[config.mk]
export PLATFORM = sky130hd
export DESIGN_NAME = seg_scan_decoder
export DESIGN_NICKNAME = d
export VERILOG_FILES = /design/src/rtl/seg_scan_decoder_pkg.sv /design/src/rtl/seg_scan_decoder_seg_pattern_decode.sv /design/src/rtl/seg_scan_decoder.sv
export SDC_FILE = /design/constraint.sdc
export NUM_CORES = 1
export LEC_CHECK = 0
export ABC_AREA = 0
export BUFFER_PORTS_ARGS = -buffer_cell sky130_fd_sc_hd__buf_2
export CORE_MARGIN = 1.5
export CORE_UTILIZATION = 53
export DETAILED_ROUTE_END_ITERATION = 8
export PLACE_DENSITY = 0.74
export RECOVER_POWER = 25
export SLEW_MARGIN = 20
export SYNTH_ARGS = -nofsm -noshare
export SYNTH_HDL_FRONTEND = slang
export SYNTH_SLANG_ARGS = --single-unit
[constraint.sdc]
create_clock -name clk -period 2 [get_ports clk]
set_input_delay 0.4 -clock clk [delete_from_list [all_inputs] [get_ports clk]]
set_output_delay 0.4 -clock clk [all_outputs]
set_load 0.01 [all_outputs]
[src/rtl/seg_scan_decoder_pkg.sv]
// Shared definitions for the multiplexed 7-segment scan decoder:
// segment pattern constants (active-low {g,f,e,d,c,b,a}), the scan
// state enumeration, the default stability threshold and anode helpers.
// Optional feature macro: SEG_HEX_DECODE_EN (hex digits A..F accepted).
package seg_scan_decoder_pkg;

   localparam int STABLE_CYCLES_DEF = 4;

   localparam logic [6:0] SEG_0     = 7'h40;
   localparam logic [6:0] SEG_1     = 7'h79;
   localparam logic [6:0] SEG_2     = 7'h24;
   localparam logic [6:0] SEG_3     = 7'h30;
   localparam logic [6:0] SEG_4     = 7'h19;
   localparam logic [6:0] SEG_5     = 7'h12;
   localparam logic [6:0] SEG_6     = 7'h02;
   localparam logic [6:0] SEG_7     = 7'h78;
   localparam logic [6:0] SEG_8     = 7'h00;
   localparam logic [6:0] SEG_9     = 7'h10;
   localparam logic [6:0] SEG_A     = 7'h08;
   localparam logic [6:0] SEG_B     = 7'h03;
   localparam logic [6:0] SEG_C     = 7'h46;
   localparam logic [6:0] SEG_D     = 7'h21;
   localparam logic [6:0] SEG_E     = 7'h06;
   localparam logic [6:0] SEG_F     = 7'h0E;
   localparam logic [6:0] SEG_BLANK = 7'h7F;

   typedef enum logic [1:0] {
      ST_IDLE   = 2'd0,
      ST_SETTLE = 2'd1,
      ST_HELD   = 2'd2
   } scan_state_e;

   // True when exactly one active-low anode is driven.
   function automatic logic anode_onehot(input logic [3:0] an);
      logic res;
      case (an)
         4'b1110, 4'b1101, 4'b1011, 4'b0111: res = 1'b1;
         default:                            res = 1'b0;
      endcase
      return res;
   endfunction

   // Digit position of a one-hot active-low anode (0 = least significant).
   function automatic logic [1:0] anode_index(input logic [3:0] an);
      logic [1:0] res;
      case (an)
         4'b1110: res = 2'd0;
         4'b1101: res = 2'd1;
         4'b1011: res = 2'd2;
         4'b0111: res = 2'd3;
         default: res = 2'd0;
      endcase
      return res;
   endfunction

endpackage

[src/rtl/seg_scan_decoder_seg_pattern_decode.sv]
// Combinational segment pattern to BCD/hex nibble decoder.
// Optional feature macro: SEG_HEX_DECODE_EN (adds A..F as valid patterns).
module seg_pattern_decode
   import seg_scan_decoder_pkg::*;
(
   input  logic [6:0] seg,
   output logic [3:0] nibble,
   output logic       valid
);

   // Map each legal active-low pattern to its nibble; everything else is invalid.
   always_comb begin
      nibble = 4'h0;
      valid  = 1'b1;
      case (seg)
         SEG_0: nibble = 4'h0;
         SEG_1: nibble = 4'h1;
         SEG_2: nibble = 4'h2;
         SEG_3: nibble = 4'h3;
         SEG_4: nibble = 4'h4;
         SEG_5: nibble = 4'h5;
         SEG_6: nibble = 4'h6;
         SEG_7: nibble = 4'h7;
         SEG_8: nibble = 4'h8;
         SEG_9: nibble = 4'h9;
`ifdef SEG_HEX_DECODE_EN
         SEG_A: nibble = 4'hA;
         SEG_B: nibble = 4'hB;
         SEG_C: nibble = 4'hC;
         SEG_D: nibble = 4'hD;
         SEG_E: nibble = 4'hE;
         SEG_F: nibble = 4'hF;
`endif
         default: begin
            nibble = 4'h0;
            valid  = 1'b0;
         end
      endcase
   end

endmodule

[src/rtl/seg_scan_decoder.sv]
// Recovers the 4-digit number shown on a multiplexed 7-segment display by
// watching its anode/segment lines. A digit is captured once its pattern is
// stable for STABLE_CYCLES registered samples; a full frame is published
// once all four positions have been captured.
// Optional feature macro: SEG_HEX_DECODE_EN (hex digits A..F accepted).
module seg_scan_decoder
   import seg_scan_decoder_pkg::*;
#(
   parameter int STABLE_CYCLES = STABLE_CYCLES_DEF
)(
   input  logic        clk,
   input  logic        rst_n,
   input  logic [6:0]  seg,
   input  logic        dp,
   input  logic [3:0]  an,
   output logic [15:0] value,
   output logic [3:0]  dp_seen,
   output logic        frame_valid,
   output logic        decode_err
);

   localparam logic [7:0] CNT_LIMIT = 8'(STABLE_CYCLES);
   localparam logic [7:0] CNT_LAST  = 8'(STABLE_CYCLES - 1);

   logic [3:0]  an_r;
   logic [6:0]  seg_r;
   logic        dp_r;
   logic [11:0] pat_r;
   logic [7:0]  cnt_r;
   scan_state_e state_r;
   logic [3:0]  captured_r;
   logic [15:0] shadow_val_r;
   logic [3:0]  shadow_dp_r;
   logic [15:0] value_r;
   logic [3:0]  dp_seen_r;
   logic        frame_valid_r;
   logic        decode_err_r;

   logic [11:0] sample_s;
   logic        onehot_s;
   logic        same_s;
   logic [1:0]  idx_s;
   logic [3:0]  dec_nib_s;
   logic        dec_vld_s;
   logic        frame_done_s;
   logic [3:0]  cap_mask_s;
   scan_state_e state_nx_s;
   logic [7:0]  cnt_nx_s;
   logic [11:0] pat_nx_s;
   logic        cap_s;
   logic        err_s;

   assign sample_s     = {an_r, seg_r, dp_r};
   assign onehot_s     = anode_onehot(an_r);
   assign same_s       = (sample_s == pat_r);
   assign idx_s        = anode_index(an_r);
   assign frame_done_s = (captured_r == 4'hF);
   assign cap_mask_s   = cap_s ? ~an_r : 4'h0;

   seg_pattern_decode u_decode (
      .seg    (seg_r),
      .nibble (dec_nib_s),
      .valid  (dec_vld_s)
   );

   // Register the raw display lines once; all decisions use these copies.
   always_ff @(posedge clk) begin
      if (!rst_n) begin
         an_r  <= 4'hF;
         seg_r <= 7'h7F;
         dp_r  <= 1'b1;
      end else begin
         an_r  <= an;
         seg_r <= seg;
         dp_r  <= dp;
      end
   end

   // Next-state logic: stability counting, capture and reject decisions.
   always_comb begin
      state_nx_s = state_r;
      cnt_nx_s   = cnt_r;
      pat_nx_s   = pat_r;
      cap_s      = 1'b0;
      err_s      = 1'b0;
      if (!onehot_s) begin
         state_nx_s = ST_IDLE;
         cnt_nx_s   = 8'd0;
      end else begin
         case (state_r)
            ST_IDLE: begin
               state_nx_s = ST_SETTLE;
               cnt_nx_s   = 8'd1;
               pat_nx_s   = sample_s;
            end
            ST_SETTLE: begin
               if (!same_s) begin
                  cnt_nx_s = 8'd1;
                  pat_nx_s = sample_s;
               end else if (cnt_r >= CNT_LAST) begin
                  // This sample is the STABLE_CYCLES-th identical one.
                  state_nx_s = ST_HELD;
                  cnt_nx_s   = CNT_LIMIT;
                  cap_s      = dec_vld_s;
                  err_s      = ~dec_vld_s;
               end else begin
                  cnt_nx_s = cnt_r + 8'd1;
               end
            end
            ST_HELD: begin
               if (!same_s) begin
                  state_nx_s = ST_SETTLE;
                  cnt_nx_s   = 8'd1;
                  pat_nx_s   = sample_s;
               end else begin
                  cnt_nx_s = cnt_r;
               end
            end
            default: begin
               state_nx_s = ST_IDLE;
               cnt_nx_s   = 8'd0;
            end
         endcase
      end
   end

   // Scan state, saturating stability counter and reference sample.
   always_ff @(posedge clk) begin
      if (!rst_n) begin
         state_r <= ST_IDLE;
         cnt_r   <= 8'd0;
         pat_r   <= 12'hFFF;
      end else begin
         state_r <= state_nx_s;
         cnt_r   <= cnt_nx_s;
         pat_r   <= pat_nx_s;
      end
   end

   // Shadow slots and captured bits; a capture coinciding with frame
   // publication lands after the clear so it counts toward the next frame.
   always_ff @(posedge clk) begin
      if (!rst_n) begin
         captured_r   <= 4'h0;
         shadow_val_r <= 16'h0000;
         shadow_dp_r  <= 4'h0;
      end else begin
         captured_r <= (frame_done_s ? 4'h0 : captured_r) | cap_mask_s;
         if (cap_s) begin
            shadow_val_r[{idx_s, 2'b00} +: 4] <= dec_nib_s;
            shadow_dp_r[idx_s]                <= ~dp_r;
         end
      end
   end

   // Publish a completed frame and the one-cycle status pulses.
   always_ff @(posedge clk) begin
      if (!rst_n) begin
         value_r       <= 16'h0000;
         dp_seen_r     <= 4'h0;
         frame_valid_r <= 1'b0;
         decode_err_r  <= 1'b0;
      end else begin
         frame_valid_r <= frame_done_s;
         decode_err_r  <= err_s;
         if (frame_done_s) begin
            value_r   <= shadow_val_r;
            dp_seen_r <= shadow_dp_r;
         end
      end
   end

   assign value       = value_r;
   assign dp_seen     = dp_seen_r;
   assign frame_valid = frame_valid_r;
   assign decode_err  = decode_err_r;

endmodule

## Word level (Yosys, flattened, before mapping)

Cells that the tools add are included.

- Register bits after elaboration: 80
- Input bits: 14
- Output and inout bits: 22
- Word-level logic and storage cells: 80

- Bitwise logic cells: 4
- Equal/unequal tests: 21
- Add/subtract/negate cells: 2
- Multiplexer cells: 24
- Reduce and logical (&&, ||, !) cells: 11
- Order comparisons: 3
- Shift operators: 2

Operators by type and width:

| operator | number |
|---|---|
| one-hot mux 4 bit (9 select lines) | 1 |
| 2-to-1 mux 8 bit | 3 |
| one-hot mux 12 bit (2 select lines) | 1 |
| one-hot mux 8 bit (3 select lines) | 1 |
| equality test 7 x 5 -> 1 bit, second input constant | 3 |
| equality test 7 bit, second input constant | 3 |
| bitwise mux 16 bit | 1 |
| equality test 4 bit, second input constant | 4 |
| variable shift 4 x 6 -> 16 bit, first input constant | 1 |
| indexed part select 4 x 6 -> 16 bit | 1 |
| equality test 7 x 6 -> 1 bit, second input constant | 2 |
| equality test 12 bit | 1 |
| 2-to-1 mux 12 bit | 1 |
| one-hot mux 2 bit (3 select lines) | 2 |
| OR reduction 10 bit | 1 |
| adder 8 x 1 -> 8 bit, second input constant | 1 |
| >= comparator 8 x 2 -> 1 bit, second input constant | 1 |
| 2-to-1 mux 4 bit | 2 |
| != test 2 bit, second input constant | 4 |
| equality test 7 x 2 -> 1 bit, second input constant | 1 |
| logical NOT 7 bit | 1 |
| 2-to-1 mux 1 bit | 7 |
| 2-to-1 mux 2 bit | 3 |
| negation 4 -> 6 bit | 1 |
| 18 further kinds | 20 |

## Longest topological paths before layout

Gate-level depths: netlist of the first run.

- Depth after elaboration: 9
- Depth in mapped cells: 9
- Gate-level depth less buffers: 7

## Hierarchy

From an unflattened synthesis of the first run, not the netlist that was laid out.

- Cell total of the unflattened synthesis: 434
- Area, all modules: 3757.4 sq um

By module, submodules not included:

| module | seq. area each (sq um) | instances | cells each | area each (sq um) |
|---|---|---|---|---|
| seg_scan_decoder | 1601.5 | 1 | 407 | 3584.7 |
| seg_pattern_decode | 0.0 | 1 | 27 | 172.7 |

## Least setup slack after synthesis of the first run

No wires, ideal clock.

- Kind: reg2reg
- Start: reg an_r[3]
- End: reg shadow_val_r[11]
- Clock period less this slack: 2.206 ns
- Path buffers: 2
- Required time: 1.928 ns
- Arrival: 2.134 ns
- Library setup time: 0.072 ns
- Slack: -0.206 ns
- Stages on the path, launching flop included: 9
- Path through: dfxtp_1 > buf_2 > xnor2_1 > or2_2 > clkbuf_1 > ha_1 > nor3b_1 > nand3_1 > mux2i_1

- Longest elaborated chain between the ends: 5
- Elaborated cells on any way between the ends: 15
- Those cells by class: 1 x add/sub; 5 x eq/ne; 2 x shift; 6 x mux; 1 x reduce/logical

Ends and longest elaborated chain:

| item | RTL line | RTL |
|---|---|---|
| from (decl) | seg_scan_decoder.sv:25 | `logic [3:0] an_r;` |
| from (signal assigned) | seg_scan_decoder.sv:73 | `an_r <= an;` |
| equality test 4 x 3 -> 1 bit / equality test 4 bit (equally long branches) | seg_scan_decoder_pkg.sv:36, seg_scan_decoder_pkg.sv:46 |  |
| one-hot mux 2 bit (3 select lines) | seg_scan_decoder_pkg.sv:46 | `case (an)` |
| negation 4 -> 6 bit | seg_scan_decoder.sv:150 | `shadow_val_r[{idx_s, 2'b00} +: 4] <= dec_nib_s;` |
| indexed part select 4 x 6 -> 16 bit / variable shift 4 x 6 -> 16 bit (equally long branches) | seg_scan_decoder.sv:150 |  |
| bitwise mux 16 bit | seg_scan_decoder.sv:150 |  |
| to (signal, indexed assignment) | seg_scan_decoder.sv:150 |  |
| to (decl) | seg_scan_decoder.sv:32 | `logic [15:0] shadow_val_r;` |

Parallel ways exist; a longest one is shown, timed or not.
A chain may end at the register's enable or synchronous reset.

## Final worst setup path of the first run

- Start: reg seg_r[0]
- End: reg shadow_val_r[9]

- Longest elaborated chain between the ends: 7
- Elaborated cells on any way between the ends: 20
- Those cells by class: 10 x eq/ne; 1 x shift; 7 x mux; 2 x reduce/logical

Ends and longest elaborated chain:

| item | RTL line | RTL |
|---|---|---|
| from (decl) | seg_scan_decoder.sv:26 | `logic [6:0] seg_r;` |
| from (signal assigned) | seg_scan_decoder.sv:74 | `seg_r <= seg;` |
| equality test 7 bit (tied with other cells) | seg_scan_decoder_seg_pattern_decode.sv:15 | `case (seg)` |
| OR reduction 10 bit (no source line) | n/a |  |
| 2-to-1 mux 1 bit | seg_scan_decoder_seg_pattern_decode.sv:15 |  |
| 2-to-1 mux 1 bit | seg_scan_decoder.sv:100 | `end else if (cnt_r >= CNT_LAST) begin` |
| 2-to-1 mux 1 bit | seg_scan_decoder.sv:97 | `if (!same_s) begin` |
| 2-to-1 mux 1 bit | seg_scan_decoder.sv:90 | `case (state_r)` |
| 2-to-1 mux 1 bit | seg_scan_decoder.sv:86 | `if (!onehot_s) begin` |

Parallel ways exist; a longest one is shown, timed or not.

==> out/summary.txt, run 1 <==
1st-pass router iterations -> 4
Area grow syn2layout -> 19.9%
Fin cells -> 581
Final Max Tran Viols -> 0
CP endpoint kind -> flop
LEAKAGE -> 0.00171 uW
Synth Area in Adders -> 3.29%
RSZ-0062 raised after global routing -> true
Syn_nets -> 448
Num ports -> 36
WP data arrival -> 2.21 ns
Worst flop-to-flop path startpoint -> seg_r[0]
Multiplexer share of the synthesized area -> 6.06%
# DRC -> 0
Buffers on Ports -> 35
Largest net degree at the start of global routing -> 26
Initial DRC count -> 146
Sequential cell area fraction in the yosys report -> 42.2%
Global-route wire length before repair -> 13100 um
Mapped Area -> 0.00380 mm2
Multi-input combinational cell area -> 0.00212 mm2
Register Area -> 0.00162 mm2
Hold/Removal Path Class -> primary input to flop
XOR/XNOR Fraction of Synth Area -> 3.69%
Syn Inst Count -> 424
Asr flop ratio synth -> 0%
Simple-gate share of the synthesized area -> 28.2%
Ratio of final minimum period to clock period -> 96.7%
EDFF count, synth -> 0
Combinational family with the most area after synthesis -> simple AND/OR/NAND/NOR gates
Setup CP Type -> flop to flop
Post-DP HPWL -> 5440 um
Post-synthesis cell type count -> 48
Clock buffer depth -> 2
Antenna cell count -> 0
Hold-fix buffer count after cts -> 0
Gr ovfl total -> 0
Pwr/cell area -> 740 mW/mm2
Shortest period the worst path allows -> 1.93 ns
Worst-Margin Slew -> 0.872 ns
Worst EP required -> 2.28 ns
H-tree depth -> 3
Yosys synthesis warning count -> 0
MaxCap Viol Count -> 0
Routed Wire Length -> 7710 um
Worst vdd ir -> 0.492 mV
Post-route ant nets -> 0
Yosys reg bits -> 80
Fillers -> 578
Vias/cell -> 5.34
Clock Tree Root -> clkbuf_8
Vias in the first global route -> 2846
Compound-cell area share of the yosys netlist -> 12.4%
Initial antenna violation count -> 0
# rows -> 30
Cells after DPL -> 560
Initial Util -> 55.3%
Core Box Area -> 0.00687 mm2
Fin nets -> 504
Share of layout cells above drive strength 1 -> 23.9%
Status -> complete, no violations
CP Launch Point -> seg_r[0]
Worst-path clk slew -> 0.08 ns
TritonCTS Buffers -> 9
Max Clk Rate -> 517 MHz
Startpoint types -> flop
Worst Min Path Start -> seg[1]
# clock sinks -> 80
Clk Latency, worst-skew pair -> 0.35 ns
Setup Skew -> 0.00740 ns
Chip Width -> 87.6 um
Utilization after layout -> 66.3%
Vias -> 3105
Area of the die -> 0.00768 mm2
Setup Viol. Count Final -> 0
Slew margin rel. -> 41.9%
Critical Path Fanout Max -> 13
Die height -> 87.6 um
Total track usage -> 21.8%
Total Power -> 3370 uW
Final GP Congestion -> 0.870
Hold Vio Cnt, Final -> 0
Syn_area_per_cell -> 8.96 um2
Drt wl/cell -> 13.3 um
CTS tree -> done
Main synth FF type -> dfxtp_1
## layer usage
metal / GRT usage (%) / up-vias / wire length (um)
met4: 6.35 / 0 / 79
met5: 0 / - / 0
li1: - / 1590 / -
met1: 28.8 / 1444 / 3760
met3: 6.03 / 6 / 290
met2: 34.9 / 65 / 3580
## stage by stage
step / TNS, ns / area [um2] / setup WS [ns] / hold slack, ns
floorplan: 0 / 3800 / 0.00321 / 0.435
global placement: 0 / 4230 / 0.0107 / 0.447
detailed placement: -0.181 / 4230 / -0.0578 / 0.448
CTS: -0.00357 / 4460 / -0.00357 / 0.211
global route: -0.464 / 4550 / -0.103 / 0.210
finish: 0 / 4550 / 0.0662 / 0.222
## worst max-delay path, cell delays in order, from the launching register on
cell     delay, ns
dfxtp_2       0.35
or3_1         0.42
o211a_1       0.26
buf_12        0.16
nor4b_4       0.30
buf_4         0.19
mux2i_1       0.18
## placed cells by master (no fill, tap or decap), types with 6 or more instances in the layout
| cell | n |
|---|---|
| a21boi_0 | 22 |
| buf_2 | 33 |
| buf_4 | 34 |
| clkbuf_8 | 11 |
| dfxtp_1 | 70 |
| dfxtp_2 | 7 |
| ha_1 | 9 |
| inv_1 | 9 |
| mux2i_1 | 23 |
| nand2_1 | 89 |
| nand2b_1 | 13 |
| nand3_1 | 34 |
| nor2_1 | 6 |
| o21ai_0 | 17 |
| xor2_1 | 13 |
## area by class of cell
class                      instances  share of cell area, %
timing repair buffer              72                   10.2
clock inverter                     3                  0.879
tap                               96                   2.64
multi-input combinational        308                   46.5
clock buffer                      13                   3.49
inverter                           9                  0.742
sequential                        80                   35.6
## cell usage after synthesis (3+ instances only)
| cell type | n | area [um2] |
|---|---|---|
| nor4_4 | 3 | 63.8 |
| and4_1 | 4 | 35.0 |
| nor3b_1 | 3 | 22.5 |
| nand4b_1 | 3 | 26.3 |
| xor2_1 | 14 | 123 |
| clkbuf_1 | 18 | 67.6 |
| mux2i_1 | 23 | 230 |
| a21boi_1 | 3 | 22.5 |
| o21ai_0 | 17 | 85.1 |
| nor2_1 | 7 | 26.3 |
| nand2b_1 | 13 | 81.3 |
| nand2_1 | 89 | 334 |
| nor3_1 | 6 | 30.0 |
| nand3_1 | 34 | 170 |
| nor4_1 | 7 | 43.8 |
| ha_1 | 10 | 125 |
| inv_1 | 9 | 33.8 |
| or3_1 | 4 | 25.0 |
| dfxtp_1 | 80 | 1600 |
| nor4b_4 | 4 | 95.1 |
| a21boi_0 | 22 | 165 |
| a32oi_1 | 3 | 26.3 |
| and2_1 | 4 | 25.0 |
| buf_2 | 6 | 30.0 |
| a21oi_1 | 5 | 25.0 |
## worst paths after layout
check | endpoint | slack, ns | cells after the start
worst min register to register | value[11] | 0.46 | 2
worst min-delay path | seg_r[1] | 0.22 | 2
worst max register to register | shadow_val_r[9] | 0.07 | 6
worst max-delay path | shadow_val_r[9] | 0.07 | 6
## sequential cells by signal, indices dropped and copies added (netlist names)
| register | count |
|---|---|
| shadow_val_r | 16 |
| value | 16 |
| pat_r | 12 |
| cnt_r | 8 |
| seg_r | 7 |
| an_r | 4 |
| captured_r | 4 |
| dp_seen | 4 |
| shadow_dp_r | 4 |
| state_r | 2 |
| decode_err | 1 |
| dp_r | 1 |
| frame_valid | 1 |
## power breakdown
part           leakage (uW)  internal (uW)  switching, uW
sequential         0.000650           1650           48.2
combinational      0.000953            211            279
clock              0.000103            642            545
total               0.00171           2500            872
## logic make-up (layout without fill, tap and decap cells)
logic type | count (synthesis) | in the layout
buffers and inverters | 36 | 97
adder cells (fa/ha/maj) | 10 | 10
AO/OA/AOI/OAI | 67 | 67
XOR/XNOR | 16 | 16
multiplexers | 23 | 23
AND/OR/NAND/NOR | 192 | 192
flip-flops | 80 | 80
## timing repair
item | CTS | global route
endpoints found under the hold margin | 0 | 0
setup buffers | 3 | 2
resized for setup | 4 | 24
pin swaps | 3 | 5
endpoints found under the setup margin | 16 | 40
No activity file was read; power rests on OpenSTA's default activity.
==> run 2, diff against run 1 <==
--- a/config.mk
+++ b/config.mk
@@ -10,7 +10,7 @@
 export CORE_MARGIN = 1.5
 export CORE_UTILIZATION = 53
 export DETAILED_ROUTE_END_ITERATION = 8
-export PLACE_DENSITY = 0.74
+export PLACE_DENSITY = 0.75
 export RECOVER_POWER = 25
 export SLEW_MARGIN = 20
 export SYNTH_ARGS = -nofsm -noshare
==> run 2 against run 1 <==
  * Clock skew grew 0.0059 ns
  * Total power grew 5.6%
  * Hold slack lost 0.0059 ns
  * Via count grew 2.6%
  * Fmax shrank 0.27%
  * Global-route usage shrank 0.35 points
  * Wire length grew 5.4%
  * Count of clock-buffer cells in the layout shrank 1
  * Cell area grew 2.3%
  * Flip-flop and latch count is the same
  * Clock power grew 11%
  * Critical endpoint is now pat_r[0]
  * Largest cell class unchanged
==> out/summary.txt, run 2 (synthesis results as in run 1) <==
Status -> complete, no violations
Total track usage -> 21.4%
H-tree depth -> 3
Setup tns final -> 0 ns
Slew margin rel. -> 41.0%
Clock Tree Root -> clkbuf_8
1st-pass router iterations -> 5
CP dominant cell by count -> buf_4
Pwr/cell area -> 764 mW/mm2
RSZ-0062 raised after global routing -> true
Fin nets -> 509
Buffers on Ports -> 35
Clock buffer depth -> 2
Most frequent cells in the layout -> 89 x nand2_1, 68 x dfxtp_1, 38 x buf_4
Fillers -> 564
Clk Latency, worst-skew pair -> 0.36 ns
WP data arrival -> 2.15 ns
Worst-Margin Slew -> 0.886 ns
Worst EP required -> 2.21 ns
Hold Vio Cnt, Final -> 0
Post-route ant nets -> 0
Slowest stage delay, CP -> 0.41 ns
Shortest period the worst path allows -> 1.94 ns
Placed Area -> 0.00427 mm2
LEAKAGE -> 0.00171 uW
Crit path cell chain -> xor2_1 > nor4_4 > buf_4 > buf_4 > a41o_1 > buf_12 > o21ai_0 > nand3_1
Chip Width -> 87.6 um
Ratio of final minimum period to clock period -> 97.0%
Cell area after layout -> 0.00466 mm2
Global-route wire length before repair -> 13000 um
Initial DRC count -> 140
CP endpoint kind -> flop
Setup Skew -> 0.0133 ns
# rows -> 30
Largest net degree at the start of global routing -> 32
CP max-delay cell -> dfxtp_2
Die height -> 87.6 um
Vias/cell -> 5.44
Initial Util -> 55.3%
Worst Path Buf+Inv -> 3
# clock sinks -> 80
Antenna cell count -> 0
Final GP Congestion -> 0.820
Worst-path clk slew -> 0.08 ns
Routed Wire Length -> 8130 um
Commonest non-fill, non-tap cell in the layout -> nand2_1
Initial antenna violation count -> 0
Num ports -> 36
Area grow syn2layout -> 22.6%
Area of the die -> 0.00768 mm2
Share of layout cells above drive strength 1 -> 24.5%
Startpoint types -> flop
TritonCTS Buffers -> 9
Max Clk Rate -> 516 MHz
Gr ovfl total -> 0
Vias in the first global route -> 2887
Setup Viol. Count Final -> 0
Final Max Tran Viols -> 0
Vias -> 3185
# DRC -> 0
Drt wl/cell -> 13.9 um
Hold/Removal Path Class -> primary input to flop
Setup CP Type -> flop to flop
MaxCap Viol Count -> 0
Worst vdd ir -> 0.589 mV
Critical Path Fanout Max -> 14
CTS tree -> done
Cell family with most CP delay -> compound AO/OA/AOI/OAI gates
Post-DP HPWL -> 5450 um
Core Box Area -> 0.00687 mm2
[run 2: power breakdown]
group | internal, uW | switching, uW | leakage, uW
clock | 743 | 578 | 0.000107
combinational | 244 | 290 | 0.000955
sequential | 1650 | 58.2 | 0.000649
total | 2630 | 926 | 0.00171
[run 2: final cells by class]
cell class,instances,area [um2],share of cell area (%)
clock inverter,4,76.3,1.64
multi-input combinational,308,2140,46.0
tap,96,120,2.58
clock buffer,12,145,3.12
sequential,80,1630,34.9
timing repair buffer,77,512,11.0
inverter,9,33.8,0.726
[run 2: per-stage QoR]
stage | utilization [%] | total power (uW) | instances | setup WS [ns] | hold WS, ns
after floorplan | - | 2060 | 424 | 0.00321 | 0.435
after CTS | 66.2 | 3540 | 583 | 0.000843 | 0.203
after global routing | 67.8 | 3700 | 586 | -0.0283 | 0.215
final | 67.8 | 3560 | 586 | 0.0609 | 0.216
after global placement | 62.1 | 2200 | 564 | -0.0240 | 0.446
after detailed placement | 62.1 | 2210 | 564 | -0.122 | 0.451
[run 2: final timing paths]
kind                           to  cells past startpoint  slack (ns)       startpoint
hold reg to reg   shadow_val_r[9]                      2        0.46  shadow_val_r[9]
hold / removal           seg_r[4]                      2        0.22           seg[4]
setup reg to reg         pat_r[0]                      8        0.06         seg_r[1]
setup / recovery         pat_r[0]                      8        0.06         seg_r[1]
[run 2: repair_timing]
item                                    4_1_cts  5_1_grt
endpoints found under the setup margin       23       39
resized for setup                             9       24
gates cloned                                  0        0
hold buffers                                  0        0
buffers inserted                              3        3
pin swaps                                     4        6
[run 2: metal layers]
metal	track usage (%)	wire length (um)	vias to the layer above
li1	-	-	1607
met1	26.9	3770	1510
met2	36.3	3990	57
met3	5.47	292	11
met4	6.64	86	0
met5	0	0	-
==> run 3, diff against run 2 <==
--- a/config.mk
+++ b/config.mk
@@ -8,9 +8,9 @@
 export ABC_AREA = 0
 export BUFFER_PORTS_ARGS = -buffer_cell sky130_fd_sc_hd__buf_2
 export CORE_MARGIN = 1.5
-export CORE_UTILIZATION = 53
+export CORE_UTILIZATION = 59
 export DETAILED_ROUTE_END_ITERATION = 8
-export PLACE_DENSITY = 0.75
+export PLACE_DENSITY = 0.79
 export RECOVER_POWER = 25
 export SLEW_MARGIN = 20
 export SYNTH_ARGS = -nofsm -noshare
==> constraint.sdc (replaced) <==
create_clock -name clk -period 1.91 [get_ports clk]
set_input_delay 0.382 -clock clk [delete_from_list [all_inputs] [get_ports clk]]
set_output_delay 0.382 -clock clk [all_outputs]
set_load 0.01 [all_outputs]
==> run 3 against run 2 <==
  * The flow now finishes with violations (negative setup slack)
  * Worst setup slack worse by 0.16 ns
  * Count of clock-buffer cells in the layout down 2
  * Total power up 9.3%
  * Register-to-register slack lost 0.16 ns
  * Sequential power rose by 5%
  * Die area down 9.8%
  * Non-clock buffer count increased by 24
  * Via count grew 7.2%
  * Fmax shrank 3.6%
  * Combinational power grew 28%
  * Largest cell class unchanged
  * Final cell count is 0.85% higher
  * Critical path depth did not move
==> out/summary.txt, run 3 (synthesis results as in run 1) <==
Buffers on Ports -> 35
Pwr/cell area -> 776 mW/mm2
Setup CP Type -> flop to flop
# clock sinks -> 80
WP data arrival -> 2.19 ns
Core Box Area -> 0.00628 mm2
Most frequent cells in the layout -> 88 x nand2_1, 67 x dfxtp_1, 57 x buf_4
Vias/cell -> 5.77
Gr ovfl total -> 0
Worst-Margin Slew -> 0.908 ns
Chip Width -> 83.2 um
RSZ-0062 raised after global routing -> true
H-tree depth -> 3
# rows -> 29
Fin nets -> 533
Die height -> 83.2 um
Initial DRC count -> 238
Ratio of final minimum period to clock period -> 105%
Vias in the first global route -> 3283
Pint -> 2810 uW
Critical Path Fanout Max -> 10
Placed Area -> 0.00438 mm2
Routed Wire Length -> 9670 um
Worst flop-to-flop path startpoint -> seg_r[3]
Worst vdd ir -> 0.796 mV
Largest net degree at the start of global routing -> 48
Worst-path clk slew -> 0.09 ns
Cells after DPL -> 557
Worst slack, placed -> -0.138 ns
# DRC -> 0
Utilization after layout -> 79.9%
CP endpoint kind -> flop
Drt wl/cell -> 16.4 um
LEAKAGE -> 0.00192 uW
CP Launch Point -> seg_r[3]
Worst Min Path Start -> dp
Initial Util -> 60.5%
Post-DP HPWL -> 5930 um
Shortest period the worst path allows -> 2.01 ns
Fin cells -> 591
Area of the die -> 0.00693 mm2
Commonest non-fill, non-tap cell in the layout -> nand2_1
Initial antenna violation count -> 0
Hold/Removal Path Class -> primary input to flop
TritonCTS Buffers -> 9
Post-route ant nets -> 0
Setup Skew -> 0.0108 ns
Worst EP required -> 2.09 ns
Global-route wire length before repair -> 15300 um
Cell area after layout -> 0.00501 mm2
Slew margin rel. -> 39.4%
Share of layout cells above drive strength 1 -> 34.0%
Comb power frac -> 17.5%
Fillers -> 396
Setup Viol. Count Final -> 19
CP dominant cell by count -> buf_4
Total track usage -> 27.4%
1st-pass router iterations -> 5
Clock buffer depth -> 2
Vias -> 3413
Area grow syn2layout -> 32.0%
Clk Latency, worst-skew pair -> 0.36 ns
Hold-fix buffer count after cts -> 0
Post-route worst setup slack -> -0.102 ns
MaxCap Viol Count -> 0
CTS tree -> done
Clock Tree Root -> clkbuf_8
Num ports -> 36
Seq pwr share -> 46.0%
Crit path cell chain -> xor2_2 > nor4_4 > buf_4 > buf_4 > a41o_1 > buf_4 > o21ai_0 > nand3_1
Net Sw Power -> 1080 uW
Worst Path Buf+Inv -> 3
Hold Vio Cnt, Final -> 0
Antenna cell count -> 0
Cell family with most CP delay -> compound AO/OA/AOI/OAI gates
Startpoint types -> flop
Final GP Congestion -> 0.788
Clk pwr share -> 36.4%
Slowest stage delay, CP -> 0.41 ns
Max Clk Rate -> 497 MHz
Status -> complete, but fails checks
Final Max Tran Viols -> 0
Failing checks -> negative setup slack
Setup tns final -> -0.916 ns
CP max-delay cell -> dfxtp_4
Switching share of power -> 27.7%
## run 3: changes by cell type in the layout (fill, tap and decap cells not counted), sizes merged
cell      before  now
buf           66   98
clkinv         0    3
clkbuf        23   13
clkinvlp       1    0
## run 3: area by class of cell
class | instances | area, um2 | area share (%)
tap | 77 | 96.3 | 1.92
clock buffer | 10 | 138 | 2.75
multi-input combinational | 308 | 2310 | 46.1
clock inverter | 6 | 91.3 | 1.82
sequential | 80 | 1640 | 32.7
inverter | 9 | 33.8 | 0.674
timing repair buffer | 101 | 707 | 14.1
## run 3: worst paths after layout
check                             endpoint  slack [ns]  cells after the start
worst max-delay path              pat_r[4]       -0.10                      8
worst min register to register  dp_seen[3]        0.46                      2
worst min-delay path                  dp_r        0.19                      2
worst max register to register    pat_r[4]       -0.10                      8
## run 3: timing repair
action                     in CTS  in global routing
buffers inserted               12                  9
pin swaps                      10                 14
resized for setup              27                 40
setup endpoints to repair      33                 42
## run 3: worst reg2reg max path: stages (launching register included)
cell and delay [ns]:
dfxtp_4 0.41, xor2_2 0.22, nor4_4 0.05, buf_4 0.16
buf_4 0.15, a41o_1 0.25, buf_4 0.17, o21ai_0 0.26
nand3_1 0.16
## run 3: power groups by stage
stage	Sequential, uW	Combinational, uW	Clock [uW]
2_1_floorplan	1800	384	0
3_3_place_gp	1810	531	0
3_5_place_dp	1810	550	0
4_1_cts	1780	589	1420
5_1_grt	1800	728	1500
6_report	1790	681	1420
## run 3: layer usage
| layer | global-route usage (%) | up-vias | part of all wire (%) |
|---|---|---|---|
| met1 | 33.2 | 1645 | 42 |
| li1 | - | 1638 | - |
| met4 | 13.0 | 0 | 2.7 |
| met3 | 5.17 | 22 | 4.8 |
| met5 | 0 | - | 0 |
| met2 | 46.7 | 108 | 51 |
## run 3: through the flow
step,hold slack (ns),total power [uW]
6_report,0.192,3890
5_1_grt,0.199,4020
2_1_floorplan,0.435,2180
3_3_place_gp,0.446,2340
4_1_cts,0.192,3790
3_5_place_dp,0.448,2360
